<file path="config.mk">
export PLATFORM = sky130hd
export DESIGN_NAME = gshare_predict_ctrl
export DESIGN_NICKNAME = d
export VERILOG_FILES = /design/src/rtl/gshare_predict_ctrl.sv
export SDC_FILE = /design/constraint.sdc
export NUM_CORES = 1
export LEC_CHECK = 0
export BUFFER_PORTS_ARGS = -buffer_cell sky130_fd_sc_hd__buf_2
export CORE_MARGIN = 5
export CORE_UTILIZATION = 45
export DETAILED_ROUTE_END_ITERATION = 10
export PLACE_DENSITY = 0.73
export SLEW_MARGIN = 20
export SYNTH_ARGS = -nofsm -noshare
export SYNTH_HDL_FRONTEND = slang
export SYNTH_SLANG_ARGS = --single-unit
export TNS_END_PERCENT = 100
</file>
<file path="constraint.sdc">
create_clock -name clk -period 1.95 [get_ports clk]
set_input_delay 0.2925 -clock clk [delete_from_list [all_inputs] [get_ports clk]]
set_output_delay 0.2925 -clock clk [all_outputs]
set_load 0.05 [all_outputs]
</file>
<file path="src/rtl/gshare_predict_ctrl.sv">
// Gshare lookup/update controller for a shared 16-entry 2-bit-counter BHT.
// Optional saturating statistics counters are enabled with PRED_STATS_EN.
module gshare_predict_ctrl #(
    parameter int INDEX_W = 4,
    parameter int HIST_W  = 4,
    parameter int DEPTH   = 4,
    parameter int TAG_W   = 2
) (
    input  logic               clk,
    input  logic               reset,
    input  logic               req_valid,
    output logic               req_ready,
    input  logic [INDEX_W-1:0] req_pc,
    output logic               resp_valid,
    output logic               resp_taken,
    output logic [TAG_W-1:0]   resp_tag,
    input  logic               res_valid,
    input  logic               res_taken,
    output logic               res_err,
    output logic               flush,
    output logic [INDEX_W-1:0] bht_index,
    output logic               bht_update_en,
    output logic               bht_actual,
    input  logic               bht_prediction,
    output logic [15:0]        stat_lookups,
    output logic [15:0]        stat_mispred
);

    localparam int CNT_W = TAG_W + 1;

    typedef struct packed {
        logic [INDEX_W-1:0] idx;
        logic               pred;
        logic [HIST_W-1:0]  snap;
    } ent_t;

    ent_t              q_q [DEPTH];
    ent_t              q_d [DEPTH];
    logic [HIST_W-1:0] ghr_q, ghr_d;
    logic [TAG_W-1:0]  head_q, head_d;
    logic [TAG_W-1:0]  tail_q, tail_d;
    logic [CNT_W-1:0]  count_q, count_d;
    logic              resp_valid_q, resp_valid_d;
    logic              resp_taken_q, resp_taken_d;
    logic [TAG_W-1:0]  resp_tag_q, resp_tag_d;
    logic              res_err_q, res_err_d;
    logic              flush_q, flush_d;

    logic               res_do;
    logic               acc;
    logic               mispred;
    logic [INDEX_W-1:0] look_idx;

    function automatic logic [HIST_W-1:0] shift_in(
        input logic [HIST_W-1:0] h,
        input logic              b
    );
        logic [HIST_W:0] t;
        t = {h, b};
        return t[HIST_W-1:0];
    endfunction

    // Reset gates the write strobe so no counter moves in a reset cycle.
    assign res_do    = reset && res_valid && (count_q != '0);
    assign req_ready = (count_q < CNT_W'(DEPTH)) && !res_valid;
    assign acc       = req_valid && req_ready;
    assign look_idx  = req_pc ^ INDEX_W'(ghr_q);
    assign mispred   = res_do && (q_q[head_q].pred != res_taken);

    assign bht_index     = res_do ? q_q[head_q].idx : look_idx;
    assign bht_update_en = res_do;
    assign bht_actual    = res_do && res_taken;

    always_comb begin
        for (int i = 0; i < DEPTH; i++) q_d[i] = q_q[i];
        ghr_d        = ghr_q;
        head_d       = head_q;
        tail_d       = tail_q;
        count_d      = count_q;
        resp_valid_d = 1'b0;
        resp_taken_d = resp_taken_q;
        resp_tag_d   = resp_tag_q;
        res_err_d    = res_valid && (count_q == '0);
        flush_d      = 1'b0;
        if (res_do) begin
            head_d  = head_q + 1'b1;
            count_d = count_q - 1'b1;
            if (mispred) begin
                ghr_d   = shift_in(q_q[head_q].snap, res_taken);
                head_d  = tail_q;
                count_d = '0;
                flush_d = 1'b1;
            end
        end else if (acc) begin
            q_d[tail_q]  = '{idx: look_idx, pred: bht_prediction, snap: ghr_q};
            tail_d       = tail_q + 1'b1;
            count_d      = count_q + 1'b1;
            ghr_d        = shift_in(ghr_q, bht_prediction);
            resp_valid_d = 1'b1;
            resp_taken_d = bht_prediction;
            resp_tag_d   = tail_q;
        end
    end

    always_ff @(posedge clk) begin
        if (!reset) begin
            for (int i = 0; i < DEPTH; i++) q_q[i] <= '0;
            ghr_q        <= '0;
            head_q       <= '0;
            tail_q       <= '0;
            count_q      <= '0;
            resp_valid_q <= 1'b0;
            resp_taken_q <= 1'b0;
            resp_tag_q   <= '0;
            res_err_q    <= 1'b0;
            flush_q      <= 1'b0;
        end else begin
            for (int i = 0; i < DEPTH; i++) q_q[i] <= q_d[i];
            ghr_q        <= ghr_d;
            head_q       <= head_d;
            tail_q       <= tail_d;
            count_q      <= count_d;
            resp_valid_q <= resp_valid_d;
            resp_taken_q <= resp_taken_d;
            resp_tag_q   <= resp_tag_d;
            res_err_q    <= res_err_d;
            flush_q      <= flush_d;
        end
    end

    assign resp_valid = resp_valid_q;
    assign resp_taken = resp_taken_q;
    assign resp_tag   = resp_tag_q;
    assign res_err    = res_err_q;
    assign flush      = flush_q;

`ifdef PRED_STATS_EN
    logic [15:0] lk_q, lk_d;
    logic [15:0] mp_q, mp_d;

    always_comb begin
        lk_d = lk_q;
        mp_d = mp_q;
        if (acc && lk_q != 16'hFFFF) lk_d = lk_q + 16'd1;
        if (mispred && mp_q != 16'hFFFF) mp_d = mp_q + 16'd1;
    end

    always_ff @(posedge clk) begin
        if (!reset) begin
            lk_q <= '0;
            mp_q <= '0;
        end else begin
            lk_q <= lk_d;
            mp_q <= mp_d;
        end
    end

    assign stat_lookups = lk_q;
    assign stat_mispred = mp_q;
`else
    assign stat_lookups = 16'h0000;
    assign stat_mispred = 16'h0000;
`endif

endmodule

</file>
==> results, run 1 <==
- The run finished, with violations left.
- The final reports fail on negative setup slack.
- The share of the clock period used by the worst path is 106%.
- Of all flip-flops after synthesis, the portion carrying an async set or reset was 0%.
- The worst clock skew on the final layout is 0.00747 ns.
- Summing all non-filler instances in the final layout gives an area of approximately 2900 um^2.
- Across all layers, the routed design uses approximately 1800 vias.
- 55 I/O pins were placed.
- For this block, the initial DRC count from the detailed router was 78.
- The count of nets left with antenna violations once routing finished came out at 0.
- The congestion estimate from routability-driven global placement came to 0.789.
- The clock passes through at most 2 buffers.
- The layout overhead on the synthesized area is 14.9%.
- The number of diodes added for antenna fixing is 0.
- Once detailed placement completed, the half-perimeter wirelength came to 3.77 mm.
- For the pin with the worst max-slew slack, the measured transition is 0.653 ns.
- The critical path goes through inv_2 -> ha_4 -> ha_4 -> nand3b_1 -> buf_6 -> nor2_4 -> a21oi_4 -> buf_6.
- The achievable clock frequency is 0.484 GHz.
- After synthesis the netlist holds a flip-flop and latch count of between 50 and 60.
- In this run the standard cell core region covers approximately 5500 um^2.
- The via count of the first global-routing pass is ~1800.
- Across all setup checks in the final design, the least slack found is -0.118 ns.
- The logic gate share of total power is between 20 and 30%.
- The total of endpoints with negative setup slack in the final report is 5.
- Global routing finished with a remaining overflow of 0.
- The via density per instance is 4.89.
- The clock drives 51 sinks.
- The final number of hold-violating endpoints is 0.
- The count of filler cells inserted in the layout is 522.
- After synthesis, flip-flops and latches occupy 40.7% of the total area.
- The initial antenna violation count is 0.
- Across the whole layout, storage elements account for 1030 um^2.
- The first detailed-routing pass ran for 4 iterations.
- The critical path launch point is count_q[1]$_SDFFE_PN0P_.
- In this run the static leakage power is 1.13 nW.
- The largest net degree at the start of global routing is 25.
- The clock network burns 30.3% of the power.
- The first-pass GRT wire length is 8.74 mm.
- The effective utilization at floorplan is 45.8%.
- Across the run, the number of max-cap violations was 0.
- Global routing used between 10% and 20% of the available tracks.
- Setup repair after global routing could not meet its margin everywhere.
- The clock slew seen by the registers of the worst setup and hold paths is ~0.09 ns.
- The tightest min-delay check is of the in -> reg type.
- Sequential cells burn approximately 44% of the power.
- The data arrival time of the critical path is roughly 1.8 ns.
- The number of unique standard cell types used by synthesis is 39.
- Headroom to the max-slew limit came out at 56.1%.
- The routed wirelength normalized by instance count is 14.2 um.
- STA classifies the critical path endpoint as an output port.
- The placement row count is 27.
- The number of buffers inserted by port buffering is 22.
- The overall die width is 84.6 um.
- The die is 84.6 um tall.
- The count of yosys warnings during synthesis is 0.
- The floorplan step defined a die boundary enclosing a little over 7000 um^2.
- The power after layout is ~2.5 mW.
- The number of standard cells after synthesis is 279.
- The switching share of total power is 32.6%.
- The post-route netlist has roughly a quarter of its cells at a drive strength greater than 1.
- The final layout contains 320 nets.
- The worst hold path begins at bht_prediction.
- The max-slew violation count came to 0.
- The mean instance size in the synthesized netlist is 8.98 um^2.
- The internal portion of the total power is 1.71 mW.
- The largest stage delay on the critical path is approximately 0.35 ns.
- The H-tree was split into 2 levels.
- The total clock buffers created by CTS is 5.
- STA classifies the critical path startpoint as a flop.
- The areal power density over the cells is 882 nW/um^2.
- The minimum clock period after layout is ~2.1 ns.
- The cell area after placement is around 2600 um^2.
- Counting flops with a built-in enable in the synthesized netlist gives 0.
- The critical-path cell with the highest stage delay is sky130_fd_sc_hd__dfxtp_2.
- For this run, the leading register cell type out of synthesis is sky130_fd_sc_hd__dfxtp_1.
- Summed over all nets, the switching power comes to about 0.83 mW.
- In this run the worst path has a maximum fanout of 5.
- The DRC violation count after routing is 0.
- TritonCTS built the clock tree.
- In this run the cell area of the synthesized design comes to around 2500 um^2.
- The fraction of the core area covered by cells at the end of the flow is between 50% and 60%.
- The data required time at the worst endpoint is 1.66 ns.
- The total detailed-routing wirelength is 5.33 mm.
- IR analysis of the VDD net gives a maximum drop of 0.488 mV.
- The tree is rooted in a sky130_fd_sc_hd__clkbuf_8.
- In the final layout, the multi-input gates occupy 1330 um^2.
- The clock reaches the later pin of the worst-skew pair after 0.31 ns.
- The kind of critical path is reg -> out.
==> per-layer routing <==
metal | GRT usage [%] | wire length [um] | vias to the layer above
li1 | - | - | 930
met5 | 0 | 0 | -
met4 | 5.61 | 73 | 0
met2 | 25.8 | 2590 | 47
met3 | 3.24 | 285 | 5
met1 | 19.1 | 2380 | 857
==> synthesized netlist by cell type (all sizes together), types with 2 or more instances <==
library cell	number	area, um^2
o21a	3	22.5
clkbuf	11	42.5
and2	4	25.0
xnor2	7	80.1
a21oi	25	125
nor2	25	93.8
mux4	8	206
a31oi	2	12.5
dfxtp	51	1020
a211oi	16	120
o21ai	3	15.0
o221a	3	33.8
buf	39	280
inv	10	37.5
ha	7	87.6
nand2	49	184
==> worst paths after layout <==
path | end | slack [ns] | depth (start not counted)
worst max-delay path | bht_index[0] | -0.12 | 8
worst min-delay path | q_q[0][4]$_SDFFE_PN0P_ | 0.27 | 3
worst max register to register | ghr_q[3]$_SDFFE_PN0P_ | 0.16 | 4
worst min register to register | resp_taken$_SDFFE_PN0P_ | 0.46 | 2
==> cells by family (layout without fill, tap and decap cells) <==
kind of cell / Yosys count / in the layout / synth area share [%]
xor gates and xnor gates: 7 / 7 / 3.20
buffers and inverters: 60 / 54 / 14.4
DFF: 51 / 51 / 40.7
adders and majority gates: 7 / 7 / 3.49
AOI/OAI and AO/OA: 59 / 59 / 15.4
and+or+nand+nor: 85 / 85 / 14.0
other: 1 / 32 / 0.150
muxes: 9 / 9 / 8.64
==> flip-flops by register name, indices dropped and copies added, names as in the netlist, named ones only <==
name and flops:
res_err 1, q_q 32, resp_taken 1, count_q 3
resp_valid 1, head_q 2, resp_tag 2, tail_q 2
flush 1, ghr_q 4
==> cells in the final DEF, fill, tap and decap left out, types with 2 or more instances in the layout <==
master                     Yosys  routed
sky130_fd_sc_hd__nor2_1       25      20
sky130_fd_sc_hd__dfxtp_1      51      47
sky130_fd_sc_hd__buf_6         1       7
sky130_fd_sc_hd__nand2_1      49      49
sky130_fd_sc_hd__buf_2         5      16
sky130_fd_sc_hd__ha_4          0       2
sky130_fd_sc_hd__buf_8         0       2
sky130_fd_sc_hd__buf_4        32      11
sky130_fd_sc_hd__mux4_1        7       3
sky130_fd_sc_hd__o21a_1        3       3
sky130_fd_sc_hd__a21oi_1      25      21
sky130_fd_sc_hd__inv_1        10       7
sky130_fd_sc_hd__a31oi_1       2       2
sky130_fd_sc_hd__conb_1        1      32
sky130_fd_sc_hd__o21ai_0       2       2
sky130_fd_sc_hd__xnor2_1       6       6
sky130_fd_sc_hd__nor2_4        0       5
sky130_fd_sc_hd__a211oi_1     16      16
sky130_fd_sc_hd__and2_1        4       4
sky130_fd_sc_hd__a21oi_4       0       4
sky130_fd_sc_hd__mux4_2        1       5
sky130_fd_sc_hd__ha_1          7       5
sky130_fd_sc_hd__clkbuf_8      0       6
sky130_fd_sc_hd__dfxtp_2       0       4
sky130_fd_sc_hd__inv_2         0       2
sky130_fd_sc_hd__o221a_2       3       3
==> cell type report <==
| cell class | instances | share of cell area, % |
|---|---|---|
| Inverter | 10 | 1.39 |
| Clock inverter | 2 | 1.22 |
| Sequential cell | 51 | 35.6 |
| Multi-Input combinational cell | 199 | 46.3 |
| Tap cell | 72 | 3.13 |
| Timing Repair Buffer | 36 | 9.43 |
| Clock buffer | 6 | 2.87 |
==> critical path, delay by kind of cell, from the launching register on <==
kind,cells,cell delay [ns]
flip-flops,1,0.35
adder cells (fa/ha/maj),2,0.31
AO/OA/AOI/OAI,1,0.04
AND/OR/NAND/NOR,2,0.35
buffers and inverters,3,0.42
==> power groups by stage <==
stage	logic (mW)	clock network, mW	registers, mW
2_1_floorplan	0.512	0	1.15
3_3_place_gp	0.560	0	1.15
3_5_place_dp	0.569	0	1.15
4_1_cts	0.640	0.785	1.13
5_1_grt	0.686	0.839	1.14
6_report	0.642	0.768	1.13
==> stage by stage <==
step	setup WS (ns)	hold WS, ns	cells	setup TNS [ns]
finish	-0.118	0.271	376	-0.395
floorplan	0.0173	0.428	310	0
global placement	0.0712	0.438	365	0
detailed placement	0.000381	0.450	365	0
global route	-0.172	0.271	376	-0.767
CTS	-0.0971	0.260	376	-0.358
==> repair_timing <==
action | in CTS | in global routing
gates cloned | 1 | 0
pin swaps | 6 | 0
hold buffers | 0 | 0
setup endpoints to repair | 6 | 6
buffers inserted | 2 | 0
gates resized for setup | 40 | 3
No activity file was read; power rests on OpenSTA's default activity.
==> inputs of run 2 (changes only) <==
Settings changed: GPL_ROUTABILITY_DRIVEN from default to 1, SETUP_SLACK_MARGIN from default to 0.05.
Clock period 1.95 ns to 2.4 ns, I/O delays scaled along.
==> results, run 2 (synthesis results as in run 1) <==
- The share of power burned in the clock network is 28.2%.
- The detail route stage leaves a number of antenna-violating nets equal to 0.
- The via count of the first global-routing pass is roughly 1700.
- The minimum clock period after layout is 2.21 ns.
- The layout overhead on the synthesized area is 6.64%.
- Summed over all cells, the static leakage comes to 1.08 nW.
- The nature of the critical path startpoint is a flop.
- The max-cap violation count is 0.
- Clock tree synthesis selected as its root buffer the cell sky130_fd_sc_hd__clkbuf_8.
- The critical path launch point is count_q[1]$_SDFFE_PN0P_.
- The max-slew violation count is 0.
- The most flop-heavy register is q_q.
- STA puts the critical path data arrival time at roughly 1.9 ns.
- Dividing the final minimum period by the clock period gives 91.9%.
- The first-pass GRT wire length is 8.13 mm.
- The worst reg2reg path endpoint is head_q[1]$_SDFFE_PN0N_.
- Cells fill 48.8% of the core in the end.
- Between clock sinks in the finished design, the worst skew comes to 0.00478 ns.
- The fraction of final layout cells sized beyond drive strength 1 is 15.1%.
- Setup repair after global routing left no endpoint under its margin.
- The routed layout has 1827 vias.
- The die covers 7160 um^2.
- The violation count after the first detailed-routing iteration is 76.
- The internal portion of the total power is 1.26 mW.
- The path class of the tightest hold or removal check is in -> reg.
- The first detailed-routing pass took 4 iterations.
- The H-tree was split into 2 levels.
- The final hold slack is 0.355 ns.
- Buffers inserted during clock tree synthesis total 5.
- Following the worst setup path forward leads to its endpoint at bht_index[2].
- The run finished with clean final reports.
- The tightest slew margin relative to the limit is 66.2%.
- The largest net degree at the start of global routing is a little over 40.
- Leaving out fill and tap cells, the most frequent cells in the layout are sky130_fd_sc_hd__nand2_1 (49), sky130_fd_sc_hd__dfxtp_1 (49), sky130_fd_sc_hd__conb_1 (32), sky130_fd_sc_hd__nor2_1 (25), sky130_fd_sc_hd__a21oi_1 (25).
- The effective utilization at floorplan is 45.8%.
- The register with the most flip-flops in the layout has 32 of them.
- TritonCTS built the clock tree.
- The largest registers in the layout are q_q: 32 flops, ghr_q: 4 flops, count_q: 3 flops.
- The initial antenna violation count was 0.
- By startpoint and endpoint, the worst setup path is classified as reg -> out.
- Combinational logic is responsible for 22.9% of the overall power.
- For this design the total switching power over the nets is 0.617 mW.
- Of the total power, registers draw 49.0%.
- VDD sags by at most 0.417 mV.
- For the pin with the worst max-slew slack, the measured transition is 0.507 ns.
- Using the TritonRoute via totals, the vias-per-cell ratio works out to about 5.
- The sort of element at the end of the critical path is an output port.
- The overall die width is 84.6 um.
- The last weighted congestion value of the routability-driven placer is 0.817.
- The reg-to-reg setup timing slack is 0.38 ns.
- For the worst-skew pair, the clock arrives at the later sink with an insertion delay of 0.30 ns.
- The total of endpoints with negative setup slack in the final report is 0.
- The placement row count is 27.
- The core outline area is 5470 um^2.
- The final number of hold-violating endpoints is 0.
- The count of buffers added on input and output ports is 22.
- After clock tree synthesis, the clock-pin slew on the worst setup and hold paths is 0.09 ns.
- The half-perimeter wire length after placement is between 3 and 4 mm.
- The clock net in this run drives a total of ~50 sinks.
- The highest fanout seen on the critical path is 7.
- Global routing finished with a remaining overflow of 0.
- Summed over all layers, the routed wires come to 4.94 mm.
- Net switching is 32.8% of the power.
- Across every metal layer, demand over resource in global routing totals 14.2%.
- The maximum root-to-sink buffer count is 2.
- For the worst flop-to-flop path, the logic depth is 10.
- After detailed routing, the average wire length per cell comes to roughly 13 um.
- Prior to clock tree synthesis, the placed netlist has a worst setup slack of 0.235 ns.
- The number of diodes added for antenna fixing is 0.
- The height of the die is 84.6 um.
- The data required time at the worst endpoint is 2.04 ns.
- For this run, design rule violations remaining after detail routing come to 0.
- The worst register-to-register path begins at count_q[1]$_SDFFE_PN0P_.
- Buffers inserted to repair hold after CTS numbered 0.
- The areal power density over the cells is 704 nW/um^2.
- The I/O pin count is 55.
- The worst path meets setup with ~0.19 ns of slack.
- The number of nets in the layout is 314.
- The achievable clock frequency is 0.453 GHz.
## run 2: worst min-delay path by stage
stage,startpoint,to,cells after the start
floorplan,q_q[1][0]$_SDFFE_PN0P_,q_q[1][0]$_SDFFE_PN0P_,2
global placement,q_q[2][0]$_SDFFE_PN0P_,q_q[2][0]$_SDFFE_PN0P_,2
detailed placement,q_q[1][2]$_SDFFE_PN0P_,q_q[1][2]$_SDFFE_PN0P_,2
CTS,bht_prediction,q_q[2][4]$_SDFFE_PN0P_,3
global route,bht_prediction,q_q[2][4]$_SDFFE_PN0P_,3
finish,bht_prediction,q_q[0][4]$_SDFFE_PN0P_,3
## run 2: layer usage
layer / track usage, % / vias up / wire, um
met4: 4.46 / 0 / 59
met1: 18.5 / 839 / 2250
met2: 23.2 / 56 / 2360
li1: - / 926 / -
met3: 3.14 / 6 / 267
met5: 0 / - / 0
## run 2: area by class of cell
class,instances,area [um^2]
sequential,51,1020
fill,516,2800
tap,72,90.1
timing repair buffer,30,180
multi-input combinational,199,1240
inverter,10,37.5
clock buffer,8,100
## run 2: power groups by stage
stage | sequential, mW | clock (mW) | combinational [mW]
floorplan | 0.935 | 0 | 0.392
global placement | 0.940 | 0 | 0.411
detailed placement | 0.941 | 0 | 0.417
CTS | 0.921 | 0.548 | 0.424
global route | 0.929 | 0.579 | 0.463
finish | 0.921 | 0.530 | 0.430
## run 2: what timing repair did
item | CTS | global route
setup endpoints to repair | 6 | 5
resized for setup | 0 | 8
buffers inserted | 3 | 0
## run 2: critical path: stages, from the launching register on
cell and delay (ns):
sky130_fd_sc_hd__dfxtp_1 0.37, sky130_fd_sc_hd__inv_1 0.06, sky130_fd_sc_hd__ha_1 0.17, sky130_fd_sc_hd__ha_1 0.18, sky130_fd_sc_hd__nand3b_1 0.19, sky130_fd_sc_hd__buf_4 0.19, sky130_fd_sc_hd__a21oi_1 0.11, sky130_fd_sc_hd__buf_2 0.27
## run 2: stage by stage
step,instance area (um^2),cells,total power [mW],TNS [ns]
floorplan,2620,310,1.33,-0.220
global placement,2540,359,1.35,0
detailed placement,2540,359,1.36,0
CTS,2660,370,1.89,0
global route,2670,370,1.97,0
finish,2670,370,1.88,0
==> inputs of run 3 (changes only) <==
Settings changed: BUFFER_PORTS_ARGS -buffer_cell sky130_fd_sc_hd__buf_2 to default, CAP_MARGIN from default to 20, DONT_BUFFER_PORTS from default to 1, PLACE_DENSITY 0.73 to 0.65.
==> results, run 3 (synthesis results as in run 1) <==
- The flow ran to the end, and the final reports show no timing, DRC or antenna violations.
- The first global-routing pass estimated 7.90 mm of wire.
- The die covers 7160 um^2.
- The data required time at the worst endpoint is roughly 2 ns.
- The library cells used most frequently in the layout, excluding fill and tap cells, are sky130_fd_sc_hd__dfxtp_1 (50), sky130_fd_sc_hd__nand2_1 (49), sky130_fd_sc_hd__conb_1 (32), sky130_fd_sc_hd__nor2_1 (25), sky130_fd_sc_hd__a21oi_1 (25).
- The logic gate share of total power is a little over a fifth.
- Once layout is complete, the cells apart from fillers number about 350.
- Measured along the x axis, the die boundary spans 84.6 um.
- The setup path with the least slack is of type reg -> out.
- The critical-path cell with the highest stage delay is sky130_fd_sc_hd__mux4_1.
- For this design, the sink count on the clock tree is between 50 and 60.
- The fraction of final layout cells sized beyond drive strength 1 is 9.29%.
- The total detailed-routing wirelength is 4.90 mm.
- The final number of hold-violating endpoints is 0.
- In this run, flip-flops and latches consume 52.0% of the power.
- The height of the die is about 85 um.
- The layout overhead on the synthesized area is 2.40%.
- The global router's overall resource usage is 13.8%.
- TritonCTS built the clock tree.
- Clock latency on the worst-skew pair, taken at its later pin, is 0.30 ns.
- The internal portion of the total power is 1.20 mW.
- Counting along the longest clock path gives a buffer depth of 2.
- The number of diodes added for antenna fixing is 0.
- At the pin with the least slew margin, the transition time is 0.538 ns.
- After floorplanning, the core was divided into 27 placement rows.
- The total clock buffers created by CTS is 5.
- The number of search-and-repair iterations in the first detailed-routing pass is 4.
- The highest fanout seen on the critical path is 6.
- The floorplan step defined a core boundary enclosing 5470 um^2.
- In the final routing, the length of wire on met1 measures around 2.2 mm.
- Post-CTS repair changed the size of 0 cells.
- After global routing the overflow that remains totals 0.
- The most flop-heavy register is q_q.
- Power comes to roughly 1.8 mW.
- On the worst path, the slowest cell contributes a delay of 0.63 ns.
- The top layer used by detailed routing is met4.
- The switching share of total power is 33.9%.
- The data arrival time of the critical path is 1.85 ns.
- Max-cap violations in this run came to 0.
- The largest net degree at the start of global routing is 23.
- The minimum clock period after layout is 2.21 ns.
- The cell family contributing the most delay on the critical path is multiplexers.
- Detailed routing placed a total of 2.30 mm of wire on met2.
- The last weighted congestion value of the routability-driven placer is about 0.78.
- The number of nets in the layout is 296.
- The number of buffers inserted by post-CTS setup repair is 0.
- The residual antenna-violating net count after detailed routing is 0.
- The via count of the first global-routing pass came to 1566.
- The worst path uses 92.2% of the clock period.
- The clock arrives with 0.00919 ns of skew.
- The clock tree root driver cell is sky130_fd_sc_hd__clkbuf_8.
- Setup violations remaining at the end of the flow were counted as 0.
- The critical path buffer and inverter count is 1.
- The type of the tightest min-delay check is in -> reg.
- In the detailed route, the total length drawn on met3 is 311 um.
- The sort of element at the end of the critical path is an output port.
- The max-slew violation count was 0.
- The violation count after the first detailed-routing iteration is 90.
- The effective utilization at floorplan is 45.8%.
- The switching power of the nets is just over 0.6 mW.
- The sum of negative setup slack is 0 ns.
- Power spread over the standard cell area amounts to between 700 and 800 nW/um^2.
- The signal on the critical path passes through mux4_1 -> nor2_1 -> a21oi_1 -> buf_4.
- The register with the most flip-flops in the layout has 32 of them.
- Setup repair after global routing left no endpoint under its margin.
- The clock slew seen by the registers of the worst setup and hold paths is 0.08 ns.
- The achievable clock frequency is 0.452 GHz.
- Dividing the detail-routed via count by the number of cells gives 4.96.
- The most common library cell in the layout ignoring fill and taps is sky130_fd_sc_hd__dfxtp_1.
- The wire-length estimate of the detail-placed layout is 3.58 mm.
- In the final layout, the registers with the most flip-flops are q_q: 32 flops, ghr_q: 4 flops, count_q: 3 flops.
- Across the VDD grid, the largest voltage drop is 0.470 mV.
- In the routed design, unresolved DRC markers number 0.
- In the final routed layout, each cell accounts on average for 13.9 um.
- The I/O pin count is between 50 and 60.
- The cell leakage power is a little under 1 nW.
- The routed layout has 1746 vias.
- The nature of the critical path startpoint is a flop.
- After clock tree synthesis, the flow added hold-fix buffers numbering 0.
- The cell count after placement is 344.
- The tightest slew margin relative to the limit is 63.9%.
- The H-tree was split into 2 levels.
- The initial antenna violation count was 0.
- The count of buffers added on input and output ports is 0.
- The clock network accounts for a little over a quarter of the total power.
## run 3: worst paths after layout
check                              start                 endpoint  slack (ns)  cells after the start
setup / recovery                    flop             bht_index[0]        0.19                      4
hold reg to reg   q_q[2][2]$_SDFFE_PN0P_   q_q[2][2]$_SDFFE_PN0P_        0.46                      2
hold / removal                     reset  count_q[0]$_SDFFE_PN0P_        0.18                      1
setup reg to reg                    flop   head_q[1]$_SDFFE_PN0N_        0.40                      4
## run 3: layout make-up
class	count	area, um^2
Fill cell	544	2910
Clock buffer	6	72.6
Tap cell	72	90.1
Multi-Input combinational cell	199	1240
Clock inverter	2	12.5
Timing Repair Buffer	12	90.1
Sequential cell	51	1020
Inverter	10	37.5
## run 3: worst register-to-register path, stage by stage (launching register included)
cell and delay, ns:
sky130_fd_sc_hd__dfxtp_1 0.56, sky130_fd_sc_hd__mux4_2 0.65, sky130_fd_sc_hd__xnor2_4 0.26, sky130_fd_sc_hd__o31ai_1 0.11, sky130_fd_sc_hd__a211o_1 0.32
## run 3: through the flow
stage	hold slack (ns)	area, um^2	util (%)	setup slack (ns)
2_1_floorplan	0.432	2620	-	-0.0550
3_3_place_gp	0.441	2480	45.3	0.478
3_5_place_dp	0.447	2480	45.3	0.439
4_1_cts	0.178	2560	46.9	0.171
5_1_grt	0.161	2570	46.9	0.0867
6_report	0.176	2570	46.9	0.188
## run 3: routing by layer
layer  vias to the layer above  GRT usage, %
met2                        47          22.1
met4                         0          3.88
met3                         6          3.93
li1                        883             -
met1                       810          18.2
met5                         -             0
## run 3: power groups by stage
stage          clock network, mW  registers, mW  logic [mW]
6_report                   0.475          0.941       0.395
3_5_place_dp                   0          0.961       0.394
3_3_place_gp                   0          0.960       0.393
4_1_cts                    0.489          0.941       0.395
2_1_floorplan                  0          0.935       0.392
5_1_grt                    0.531          0.947       0.426
